## src/rtl/char_hp_ctrl_if.sv

```systemverilog
// ----------------------------------------------------------------------------
// char_hp_ctrl_if
// Request/acknowledge bus between the damage/heal requesters and the health
// scheduler.
//   proj_req/proj_dmg : projectile hit request and its damage (held until ack)
//   heal_req/heal_amt : heal pickup request and its amount (held until ack)
//   proj_ack/heal_ack : one-cycle pulses from the scheduler, request consumed
// Modports: master = requester side, slave = char_hp_ctrl side.
// ----------------------------------------------------------------------------
interface char_hp_ctrl_if;
   localparam int unsigned VAL_W = 4;

   logic             proj_req;
   logic [VAL_W-1:0] proj_dmg;
   logic             proj_ack;
   logic             heal_req;
   logic [VAL_W-1:0] heal_amt;
   logic             heal_ack;

   modport master (
      output proj_req, proj_dmg, heal_req, heal_amt,
      input  proj_ack, heal_ack
   );

   modport slave (
      input  proj_req, proj_dmg, heal_req, heal_amt,
      output proj_ack, heal_ack
   );
endinterface

```

## src/rtl/char_hp_ctrl.sv

```systemverilog
// ----------------------------------------------------------------------------
// char_hp_ctrl
// Per-frame health scheduler for the player character. Arbitrates projectile
// hits, boss body contact (bounding-box overlap) and heal pickups onto a single
// HP register, runs the post-hit invulnerability window and flags death.
//
// Ports:
//   clk, rst              : clock, synchronous active-low reset
//   frame_tick            : one-cycle pulse per frame, events evaluated here
//   game_start            : restart pulse, overrides everything else
//   game_active[1:0]      : 2'd1 = playing, any other value freezes the block
//   char_*/boss_*         : bounding boxes (top-left corner, width, height)
//   req_bus (slave)       : projectile/heal request-acknowledge bus
//   char_hp[3:0]          : current health
//   invuln, flash         : invulnerability window and its sprite blink
//   char_dead             : health reached zero
//
// Optional feature: define CHAR_HP_REGEN_EN for passive regeneration of one HP
// every REGEN_FRAMES undisturbed frames while alive.
// ----------------------------------------------------------------------------
module char_hp_ctrl #(
   parameter int unsigned HP_MAX        = 8,
   parameter int unsigned CONTACT_DMG   = 1,
   parameter int unsigned IFRAME_FRAMES = 60,
   parameter int unsigned REGEN_FRAMES  = 180
) (
   input  logic                clk,
   input  logic                rst,
   input  logic                frame_tick,
   input  logic                game_start,
   input  logic [1:0]          game_active,
   input  logic [11:0]         char_x,
   input  logic [11:0]         char_y,
   input  logic [11:0]         char_lng,
   input  logic [11:0]         char_hgt,
   input  logic [11:0]         boss_x,
   input  logic [11:0]         boss_y,
   input  logic [11:0]         boss_lng,
   input  logic [11:0]         boss_hgt,
   char_hp_ctrl_if.slave       req_bus,
   output logic [3:0]          char_hp,
   output logic                invuln,
   output logic                flash,
   output logic                char_dead
);

   localparam int unsigned HP_W  = 4;
   localparam int unsigned CNT_W = 8;
   localparam int unsigned SUM_W = 13;

   localparam logic [HP_W-1:0] HP_FULL  = HP_W'(HP_MAX);
   localparam logic [HP_W:0]   HP_FULL5 = (HP_W+1)'(HP_MAX);
   localparam logic [HP_W-1:0] C_DMG    = HP_W'(CONTACT_DMG);
   localparam logic [CNT_W-1:0] IFR_LD  = CNT_W'(IFRAME_FRAMES);

   // Elaboration-time range checks on the configuration
   if (HP_MAX < 1 || HP_MAX > 15)                  begin : g_bad_hp    $error("HP_MAX out of range");        end
   if (CONTACT_DMG > 15)                           begin : g_bad_cdmg  $error("CONTACT_DMG out of range");   end
   if (IFRAME_FRAMES < 1 || IFRAME_FRAMES > 255)   begin : g_bad_ifr   $error("IFRAME_FRAMES out of range"); end
   if (REGEN_FRAMES < 1 || REGEN_FRAMES > 1023)    begin : g_bad_rgn   $error("REGEN_FRAMES out of range");  end

   typedef enum logic [1:0] {
      IDLE   = 2'd0,
      ALIVE  = 2'd1,
      INVULN = 2'd2,
      DEAD   = 2'd3
   } state_t;

   state_t            state, state_n;
   logic [CNT_W-1:0]  ifr_cnt, ifr_cnt_n;
   logic [HP_W-1:0]   hp_n;
   logic              proj_ack_n, heal_ack_n;
   logic              invuln_n, flash_n, dead_n;
   logic              dmg_ev;
   logic              overlap;

`ifdef CHAR_HP_REGEN_EN
   localparam int unsigned RGN_W = 10;
   localparam logic [RGN_W-1:0] RGN_LIM = RGN_W'(REGEN_FRAMES);
   logic [RGN_W-1:0]  rgn_cnt, rgn_cnt_n, rgn_inc;
`endif

   // Saturating subtract: widen so the borrow is visible, clamp at 0
   function automatic logic [HP_W-1:0] sat_sub(input logic [HP_W-1:0] a,
                                                input logic [HP_W-1:0] b);
      logic [HP_W:0] a5;
      logic [HP_W:0] b5;
      a5 = {1'b0, a};
      b5 = {1'b0, b};
      return (b5 >= a5) ? '0 : HP_W'(a5 - b5);
   endfunction

   // Saturating add: widen so the carry is visible, clamp at HP_MAX
   function automatic logic [HP_W-1:0] sat_add(input logic [HP_W-1:0] a,
                                                input logic [HP_W-1:0] b);
      logic [HP_W:0] s5;
      s5 = {1'b0, a} + {1'b0, b};
      return (s5 > HP_FULL5) ? HP_FULL : HP_W'(s5);
   endfunction

   // Bounding-box overlap, strict inequalities so touching edges do not hit
   always_ff @(posedge clk) begin
      if (!rst) begin
         overlap <= 1'b0;
      end else begin
         overlap <= (SUM_W'(char_x) < SUM_W'(boss_x) + SUM_W'(boss_lng)) &&
                    (SUM_W'(boss_x) < SUM_W'(char_x) + SUM_W'(char_lng)) &&
                    (SUM_W'(char_y) < SUM_W'(boss_y) + SUM_W'(boss_hgt)) &&
                    (SUM_W'(boss_y) < SUM_W'(char_y) + SUM_W'(char_hgt));
      end
   end

   // State and output registers
   always_ff @(posedge clk) begin
      if (!rst) begin
         state            <= IDLE;
         ifr_cnt          <= '0;
         char_hp          <= HP_FULL;
         invuln           <= 1'b0;
         flash            <= 1'b0;
         char_dead        <= 1'b0;
         req_bus.proj_ack <= 1'b0;
         req_bus.heal_ack <= 1'b0;
      end else begin
         state            <= state_n;
         ifr_cnt          <= ifr_cnt_n;
         char_hp          <= hp_n;
         invuln           <= invuln_n;
         flash            <= flash_n;
         char_dead        <= dead_n;
         req_bus.proj_ack <= proj_ack_n;
         req_bus.heal_ack <= heal_ack_n;
      end
   end

`ifdef CHAR_HP_REGEN_EN
   // Passive regeneration counter
   always_ff @(posedge clk) begin
      if (!rst) begin
         rgn_cnt <= '0;
      end else begin
         rgn_cnt <= rgn_cnt_n;
      end
   end
`endif

   // Next-state, HP arbitration and output decode
   always_comb begin
      state_n    = state;
      ifr_cnt_n  = ifr_cnt;
      hp_n       = char_hp;
      proj_ack_n = 1'b0;
      heal_ack_n = 1'b0;
      dmg_ev     = 1'b0;
`ifdef CHAR_HP_REGEN_EN
      rgn_cnt_n  = rgn_cnt;
      rgn_inc    = (rgn_cnt >= RGN_LIM) ? rgn_cnt : rgn_cnt + RGN_W'(1);
`endif

      if (game_start) begin
         state_n   = ALIVE;
         hp_n      = HP_FULL;
         ifr_cnt_n = '0;
`ifdef CHAR_HP_REGEN_EN
         rgn_cnt_n = '0;
`endif
      end else if (frame_tick && (game_active == 2'd1)) begin
         unique case (state)
            IDLE: begin
            end
            ALIVE: begin
               if (req_bus.proj_req) begin
                  hp_n       = sat_sub(char_hp, req_bus.proj_dmg);
                  proj_ack_n = 1'b1;
                  dmg_ev     = 1'b1;
               end else if (overlap) begin
                  hp_n   = sat_sub(char_hp, C_DMG);
                  dmg_ev = 1'b1;
               end else if (req_bus.heal_req) begin
                  hp_n       = sat_add(char_hp, req_bus.heal_amt);
                  heal_ack_n = 1'b1;
               end
`ifdef CHAR_HP_REGEN_EN
               if (dmg_ev) begin
                  rgn_cnt_n = '0;
               end else if (!heal_ack_n && (rgn_inc == RGN_LIM) && (char_hp < HP_FULL)) begin
                  hp_n      = char_hp + HP_W'(1);
                  rgn_cnt_n = '0;
               end else begin
                  rgn_cnt_n = rgn_inc;
               end
`endif
               if (dmg_ev) begin
                  if (hp_n == '0) begin
                     state_n   = DEAD;
                     ifr_cnt_n = '0;
                  end else begin
                     state_n   = INVULN;
                     ifr_cnt_n = IFR_LD;
                  end
               end
            end
            INVULN: begin
               // Hits are swallowed, heals still land; damage check precedes decrement
               proj_ack_n = req_bus.proj_req;
               if (req_bus.heal_req) begin
                  hp_n       = sat_add(char_hp, req_bus.heal_amt);
                  heal_ack_n = 1'b1;
               end
               ifr_cnt_n = ifr_cnt - CNT_W'(1);
               if (ifr_cnt_n == '0) begin
                  state_n = ALIVE;
`ifdef CHAR_HP_REGEN_EN
                  rgn_cnt_n = '0;
`endif
               end
            end
            DEAD: begin
               proj_ack_n = req_bus.proj_req;
               heal_ack_n = req_bus.heal_req;
            end
            default: begin
               state_n = IDLE;
            end
         endcase
      end

      invuln_n = (state_n == INVULN);
      flash_n  = (state_n == INVULN) && ifr_cnt_n[2];
      dead_n   = (state_n == DEAD);
   end

endmodule

```

## src/flat_wrapper.sv

```systemverilog
// flat-port wrapper written by rule: the top's interface ports become plain ports
module char_hp_ctrl_flat 
#(
   parameter int unsigned HP_MAX        = 8,
   parameter int unsigned CONTACT_DMG   = 1,
   parameter int unsigned IFRAME_FRAMES = 60,
   parameter int unsigned REGEN_FRAMES  = 180
)
  (clk, rst, frame_tick, game_start, game_active, char_x, char_y, char_lng, char_hgt, boss_x, boss_y, boss_lng, boss_hgt, char_hp, invuln, flash, char_dead, req_bus_proj_req, req_bus_proj_dmg, req_bus_heal_req, req_bus_heal_amt, req_bus_proj_ack, req_bus_heal_ack);
  char_hp_ctrl_if req_bus_i ();
  input  logic clk;
  input  logic rst;
  input  logic frame_tick;
  input  logic game_start;
  input  logic [1:0] game_active;
  input  logic [11:0] char_x;
  input  logic [11:0] char_y;
  input  logic [11:0] char_lng;
  input  logic [11:0] char_hgt;
  input  logic [11:0] boss_x;
  input  logic [11:0] boss_y;
  input  logic [11:0] boss_lng;
  input  logic [11:0] boss_hgt;
  output logic [3:0] char_hp;
  output logic invuln;
  output logic flash;
  output logic char_dead;
  input wire logic [$bits(req_bus_i.proj_req)-1:0] req_bus_proj_req;
  input wire logic [$bits(req_bus_i.proj_dmg)-1:0] req_bus_proj_dmg;
  input wire logic [$bits(req_bus_i.heal_req)-1:0] req_bus_heal_req;
  input wire logic [$bits(req_bus_i.heal_amt)-1:0] req_bus_heal_amt;
  output wire logic [$bits(req_bus_i.proj_ack)-1:0] req_bus_proj_ack;
  output wire logic [$bits(req_bus_i.heal_ack)-1:0] req_bus_heal_ack;
  assign req_bus_i.proj_req = req_bus_proj_req;
  assign req_bus_i.proj_dmg = req_bus_proj_dmg;
  assign req_bus_i.heal_req = req_bus_heal_req;
  assign req_bus_i.heal_amt = req_bus_heal_amt;
  assign req_bus_proj_ack = req_bus_i.proj_ack;
  assign req_bus_heal_ack = req_bus_i.heal_ack;
  char_hp_ctrl #(.HP_MAX(HP_MAX), .CONTACT_DMG(CONTACT_DMG), .IFRAME_FRAMES(IFRAME_FRAMES), .REGEN_FRAMES(REGEN_FRAMES)) u_core (.clk(clk), .rst(rst), .frame_tick(frame_tick), .game_start(game_start), .game_active(game_active), .char_x(char_x), .char_y(char_y), .char_lng(char_lng), .char_hgt(char_hgt), .boss_x(boss_x), .boss_y(boss_y), .boss_lng(boss_lng), .boss_hgt(boss_hgt), .req_bus(req_bus_i), .char_hp(char_hp), .invuln(invuln), .flash(flash), .char_dead(char_dead));
endmodule
```

## config.mk

```make
export PLATFORM = sky130hd
export DESIGN_NAME = char_hp_ctrl_flat
export DESIGN_NICKNAME = d
export VERILOG_FILES = /design/src/rtl/char_hp_ctrl_if.sv /design/src/rtl/char_hp_ctrl.sv /design/src/flat_wrapper.sv
export SDC_FILE = /design/constraint.sdc
export NUM_CORES = 1
export LEC_CHECK = 0
export ABC_AREA = 1
export CORE_AREA = 2 2 104 106
export CTS_CLUSTER_DIAMETER = 100
export DETAILED_ROUTE_END_ITERATION = 8
export DIE_AREA = 0 0 106 108
export PLACE_DENSITY = 0.74
export SLEW_MARGIN = 15
export SYNTH_ARGS = -nofsm -noshare
export SYNTH_HDL_FRONTEND = slang
export SYNTH_SLANG_ARGS = --single-unit
```

## constraint.sdc

```tcl
create_clock -name clk -period 5.5 [get_ports clk]
set_input_delay 1.375 -clock clk [delete_from_list [all_inputs] [get_ports clk]]
set_output_delay 1.375 -clock clk [all_outputs]
set_load 0.005 [all_outputs]
```

==> flow_metrics.py, run 1 <==
metrics = {
    "timing": {
        "tightest_slew_ns": 0.4525,
        "relSlewSlack_pct": 69.80,
        "rsz0062_at_grt": "no",
        "period_share_pct": 74.75,
        "hold_viol": 0,
        "setup-tns-final_ns": 0,
        "maxSlewViolCount": 0,
        "fin_skew_ns": 0.008210,
        "fin_crit_ns": 4.111,
        "setup_viol": 0,
        "fmax_mhz": 243.2,
    },
    "clock_tree": {
        "clkTransAtPathRegs_ns": 0.08,
        "clock_sinks": 20,
        "cts_resized": 0,
        "post-cts-setup-buffers": 0,
        "cts_root_buffer": "clkbuf_8",
        "clk_latency_ns": 0.26,
        "h-tree-depth": 1,
        "numCtsBuffers": 3,
        "cts_tree": "built",
        "cts_hold_buffers": 0,
        "clock_path_buffers": 2,
    },
    "yosys": {
        "ys_types": 36,
        "postSynthAreaPerCell_um2": 6.764,
        "synthMuxAreaShare_pct": 0,
        "ys_warn_count": 0,
        "syn-cell-area_um2": 4566,
        "yosysSeqAreaShare_pct": 8.770,
        "synth_seq_cells": 20,
        "synth_cells": 675,
        "synth_xor_area_share_pct": 8.824,
        "syn_nets": 902,
        "synth-compound-area-share_pct": 17.98,
        "synth_top_family_by_area": "adder cells",
        "synth-adder-area-share_pct": 32.50,
        "synth_simple_gate_area_share_pct": 24.20,
    },
    "global_routing": {
        "grt_pass1_vias": 4697,
        "antenna_found_initial": 0,
        "grt_usage_pct": 21.32,
        "overflow": 0,
        "grt_max_degree": 12,
        "grt_pass1_wl_um": 20470,
    },
    "floorplanning": {
        "core_area_um2": 10230,
        "start_util_pct": 44.63,
        "dieArea_um2": 11450,
        "die_w_um": 106,
        "fp.dieH_um": 108,
        "io-pin-count": 121,
        "rows": 37,
    },
    "layout": {
        "final_cells": 933,
        "diodes": 0,
        "largest_reg_flops": 8,
        "largest-register": "u_core.ifr_cnt",
        "reg_top3": "u_core.ifr_cnt (8), u_core.char_hp (4), u_core.state (2)",
        "num-fill-cells": 992,
        "drive_gt1_share_pct": 2.886,
        "layout_common_cells": "nand2_1, clkdlybuf4s50_1, ha_1",
        "multi_input_area_um2": 3812,
        "regArea_um2": 400.4,
        "syn_to_final_growth_pct": 31.08,
        "final_common_cell": "nand2_1",
        "nets": 1025,
    },
    "route": {
        "drtIter0Drc": 153,
        "wl_per_cell_um": 12.96,
        "drcViolationCount": 0,
        "ant_nets": 0,
        "routed_via_density": 5.151,
        "vias": 4806,
        "wl_um": 12090,
        "firstDrtPassIters": 4,
    },
    "run": {
        "maxCapViolations": 0,
    },
    "power_and_ir_drop": {
        "peakVddDrop_v": 0.0001069,
        "p_leak_nw": 2.889,
        "power_density_nw_per_um2": 134.4,
    },
    "placement": {
        "portBuffers": 120,
        "dp_hpwl_um": 10780,
        "globalplace.congestion": 0.9715,
        "dp_cells": 929,
    },
    "critical_path": {
        "startpoint_type": "input pin",
        "cp-end-kind": "flip-flop",
        "critPathMostFrequentCell": "nand2_1",
        "critPathTopFamily": "adder cells",
        "slowest_stage": "clkdlybuf4s50_1",
        "rr_worst_depth": 18,
        "crit_chain": "clkdlybuf4s50_1, ha_1, fa_1, a21oi_1, o21bai_1, a21oi_1, nor2_1, nor2_1, xor2_1, ha_1, a21oi_1, nor3_1, a211oi_1, nand2_1, nand3_1, nand2_1, nand2_1, nand2_1, nand2_1, nand3_1, nor2_1",
        "critPathRequiredTime_ns": 5.70,
        "max_stage_delay_ns": 0.43,
        "critPathMaxFanout": 3,
        "path_depth": 21,
        "critPathKind": "in -> reg",
        "worstPathBufferInverterCount": 1,
        "arrival_ns": 4.31,
    },
    "worst_hold_path": {
        "min_path_type": "reg -> reg",
        "whs_path_depth": 1,
    },
    "outcome": {
        "status": "finished, final reports clean",
    },
}
routing by layer:
metal  track usage, %  up-vias  part of all wire [%]
li1                 -     2535                     -
met1            26.94     2133                    45
met2            39.08      122                    48
met3            2.652       16                   5.3
met4            4.229        0                   1.5
met5                0        -                     0
per-stage QoR:
step | setup WS [ns] | cell area [um2] | util, % | hold slack (ns) | total power, mW
after global routing | 1.057 | 5984 | 58.49 | 0.5160 | 0.8898
after CTS | 1.382 | 5984 | 58.49 | 0.4726 | 0.8074
final | 1.389 | 5984 | 58.49 | 0.4762 | 0.8046
after floorplan | 1.800 | 4566 | - | 0.4312 | 0.5146
after detailed placement | 1.120 | 5929 | 57.96 | 0.4624 | 0.6939
after global placement | 1.168 | 5929 | 57.96 | 0.4543 | 0.6771
logic make-up (layout without fill, tap and decap cells):
| logic type | after synthesis | in the layout |
|---|---|---|
| simple gates | 257 | 257 |
| fa+ha+maj | 115 | 115 |
| flops | 20 | 20 |
| buf+inv | 94 | 216 |
| xor+xnor | 46 | 46 |
| compound gates | 143 | 143 |
area by class of cell:
class	instances	share of cell area (%)
well taps	136	2.843
repair buffers	120	20.07
multi-input cells	561	63.70
clock buffers	4	0.9199
inverters	92	5.770
flip-flops and latches	20	6.690
cells in the mapped netlist:
library cell,number,share of area (%)
a21oi_1,85,9.3
or2_1,2,0.27
nor3_1,16,1.8
a211oi_1,1,0.16
o21bai_1,4,0.66
o21a_1,3,0.49
a21o_1,4,0.66
o21ai_1,4,0.44
o21ai_2,1,0.19
o211ai_1,9,1.5
inv_2,1,0.082
nor4_1,3,0.41
dfxtp_1,20,8.8
a31oi_1,2,0.27
o2111ai_1,2,0.38
nor2_1,50,4.1
or2_4,1,0.19
and3_1,1,0.14
clkbuf_1,2,0.16
fa_1,6,2.6
o221ai_1,1,0.19
nor2_2,1,0.14
ha_1,109,30
nor2_4,1,0.25
a22oi_1,1,0.16
nand2_2,6,0.82
nand3_2,2,0.44
o21ai_0,20,2.2
inv_1,91,7.5
xnor2_1,17,3.3
xor2_1,29,5.6
nand2_1,134,11
o21bai_4,1,0.41
a21oi_2,5,0.96
nand4_1,10,1.4
nand3_1,30,3.3
report_power, final:
group	leakage, nW	internal, mW	switching (mW)
Sequential	0.162	0.148	0.00263
Combinational	2.70	0.257	0.286
Clock	0.0288	0.0637	0.0473
worst paths after layout:
kind	start	endpoint	slack, ns
hold reg to reg	u_core.ifr_cnt[0]	u_core.ifr_cnt[0]	0.48
setup reg to reg	u_core.char_hp[0]	u_core.invuln	3.00
hold / removal	u_core.ifr_cnt[0]	u_core.ifr_cnt[0]	0.48
setup / recovery	boss_x[0]	u_core.overlap	1.39
Note: power is estimated with default switching activity, not from simulation.
==> run 2: changes to the inputs <==
--- a/config.mk
+++ b/config.mk
@@ -10,7 +10,7 @@
 export CTS_CLUSTER_DIAMETER = 100
 export DETAILED_ROUTE_END_ITERATION = 8
 export DIE_AREA = 0 0 106 108
-export PLACE_DENSITY = 0.74
+export PLACE_DENSITY = 0.77
 export SLEW_MARGIN = 15
 export SYNTH_ARGS = -nofsm -noshare
 export SYNTH_HDL_FRONTEND = slang
==> constraint.sdc (replaced) <==
create_clock -name clk -period 3.6 [get_ports clk]
set_input_delay 0.9 -clock clk [delete_from_list [all_inputs] [get_ports clk]]
set_output_delay 0.9 -clock clk [all_outputs]
set_load 0.005 [all_outputs]
==> run 2 against run 1 <==
  * Die area is the same
  * Worst setup slack lost 1.2 ns
  * Cell count grew 5.3%
  * Register-to-register slack lost 1.9 ns
  * Critical path depth shrank 4
  * Total power grew 68%
  * Sequential cell count is the same
  * Routed wire length grew 6.8%
  * Critical path type unchanged
  * Combinational power grew 75%
  * Utilization grew 6.2 points
  * Via count grew 5.9%
==> flow_metrics.py, run 2 (synthesis gave the netlist of run 1 again) <==
metrics = {
    "outcome": {
        "status": "finished, final reports clean",
    },
    "timing": {
        "fin_crit_ns": 3.397,
        "hold_viol": 0,
        "setup_viol": 0,
        "tightest_slew_ns": 0.4378,
        "fin_skew_ns": 0.001388,
        "setup-tns-final_ns": 0,
        "fmax_mhz": 294.4,
        "relSlewSlack_pct": 70.78,
        "maxSlewViolCount": 0,
        "period_share_pct": 94.36,
    },
    "placement": {
        "dp_cells": 975,
        "portBuffers": 120,
        "globalplace.congestion": 0.9230,
        "dp_hpwl_um": 11060,
    },
    "critical_path": {
        "critPathRequiredTime_ns": 3.76,
        "rr_worst_depth": 18,
        "worstPathBufferInverterCount": 3,
        "cp-end-kind": "flip-flop",
        "critPathTopFamily": "simple AND/OR/NAND/NOR gates",
        "max_stage_delay_ns": 0.47,
        "critPathMostFrequentCell": "nand2_1",
        "r2r_slack_ns": 1.13,
        "worstReg2RegEnd": "u_core.invuln",
        "startpoint_type": "input pin",
        "slowest_stage": "clkdlybuf4s50_1",
        "critPathMaxFanout": 3,
        "arrival_ns": 3.56,
        "crit_chain": "clkdlybuf4s50_1, ha_1, a21oi_1, nand2_1, nand2_1, nand2_1, a21oi_1, o21ai_1, buf_4, buf_4, xnor2_1, ha_1, nand2_1, nor4_2, nor2_1, nand3_1, nor2_1",
        "critPathKind": "in -> reg",
        "r2r_start": "u_core.char_hp[0]",
    },
    "global_routing": {
        "grt_usage_pct": 21.87,
        "grt_pass1_wl_um": 21190,
        "grt_max_degree": 12,
        "overflow": 0,
        "grt_pass1_vias": 5010,
        "antenna_found_initial": 0,
    },
    "layout": {
        "nets": 1074,
        "final_cells": 982,
        "largest_reg_flops": 8,
        "drive_gt1_share_pct": 12.65,
        "diodes": 0,
        "final_common_cell": "nand2_1",
        "largest-register": "u_core.ifr_cnt",
        "layout_common_cells": "nand2_1, clkdlybuf4s50_1, ha_1",
        "syn_to_final_growth_pct": 44.86,
        "reg_top3": "u_core.ifr_cnt (8), u_core.char_hp (4), u_core.state (2)",
    },
    "power_and_ir_drop": {
        "power_density_nw_per_um2": 204.0,
        "peakVddDrop_v": 0.0001368,
        "p_leak_nw": 3.320,
    },
    "floorplanning": {
        "rows": 37,
        "dieArea_um2": 11450,
        "start_util_pct": 44.63,
        "io-pin-count": 121,
        "core_area_um2": 10230,
        "die_w_um": 106,
        "fp.dieH_um": 108,
    },
    "clock_tree": {
        "cts_tree": "built",
        "numCtsBuffers": 3,
        "clk_latency_ns": 0.26,
        "clkTransAtPathRegs_ns": 0.07,
        "clock_sinks": 20,
        "cts_root_buffer": "clkbuf_8",
        "clock_path_buffers": 2,
        "h-tree-depth": 1,
    },
    "route": {
        "wl_met3_um": 620,
        "highest_layer": "met4",
        "wl_um": 12910,
        "m1WireLength_um": 5550,
        "firstDrtPassIters": 4,
        "dr_wl_met2_um": 6530,
        "vias": 5088,
        "drtIter0Drc": 180,
        "wl_per_cell_um": 13.15,
        "drcViolationCount": 0,
        "routed_via_density": 5.181,
        "ant_nets": 0,
    },
    "run": {
        "maxCapViolations": 0,
    },
    "worst_hold_path": {
        "whs_endpoint": "u_core.ifr_cnt[0]",
        "min_path_type": "reg -> reg",
        "whs_path_depth": 1,
        "min_from": "u_core.ifr_cnt[0]",
    },
}
==> run 2: worst max path at each step <==
stage / startpoint / end / depth (start not counted)
after floorplan: boss_x[0] / u_core.overlap / 20
after global placement: boss_x[0] / u_core.overlap / 21
after detailed placement: boss_x[0] / u_core.overlap / 21
after CTS: boss_x[0] / u_core.overlap / 21
after global routing: char_x[2] / u_core.overlap / 19
final: char_x[2] / u_core.overlap / 17
==> run 2: timing repair <==
item                                    in CTS  in global routing
setup buffers                                0                  3
endpoints found under the setup margin       0                  1
hold buffers                                 0                  0
resized for setup                            0                 56
==> run 2: layout make-up <==
cell class | count | area, um2
inverters | 92 | 345.3
fillers | 868 | 3617
multi-input cells | 561 | 4021
repair buffers | 169 | 1622
clock buffers | 4 | 55.05
well taps | 136 | 170.2
flip-flops and latches | 20 | 400.4
==> run 2: metrics by stage <==
stage | utilization [%] | area (um2) | worst slack, ns | power, mW | hold slack, ns
after global routing | 64.64 | 6614 | -0.05600 | 1.488 | 0.5022
after floorplan | - | 4566 | 0.3745 | 0.7863 | 0.4312
after detailed placement | 61.33 | 6275 | -0.2474 | 1.123 | 0.4718
after global placement | 61.33 | 6275 | -0.1842 | 1.085 | 0.4519
after CTS | 61.87 | 6330 | 0.02460 | 1.298 | 0.4820
final | 64.64 | 6614 | 0.2032 | 1.349 | 0.4777
==> run 2: routing by layer <==
metal / vias to the layer above / GRT usage [%]
met3: 23 / 3.195
met5: - / 0
met2: 126 / 42.67
met4: 0 / 2.914
li1: 2636 / -
met1: 2303 / 25.86
==> run 2: where the power goes <==
part / total [mW] / internal, mW / switching, mW / leakage [nW]
logic: 0.950 / 0.468 / 0.482 / 3.13
registers: 0.230 / 0.225 / 0.00426 / 0.162
clock network: 0.169 / 0.0974 / 0.0720 / 0.0288
==> run 3: changes to the inputs <==
--- a/config.mk
+++ b/config.mk
@@ -10,6 +10,7 @@
 export CTS_CLUSTER_DIAMETER = 100
 export DETAILED_ROUTE_END_ITERATION = 8
 export DIE_AREA = 0 0 106 108
+export GPL_TIMING_DRIVEN = 1
 export PLACE_DENSITY = 0.77
 export SLEW_MARGIN = 15
 export SYNTH_ARGS = -nofsm -noshare
==> results of run 3 <==
Same layout as run 2: the final DEF is identical, and so are final timing and power.
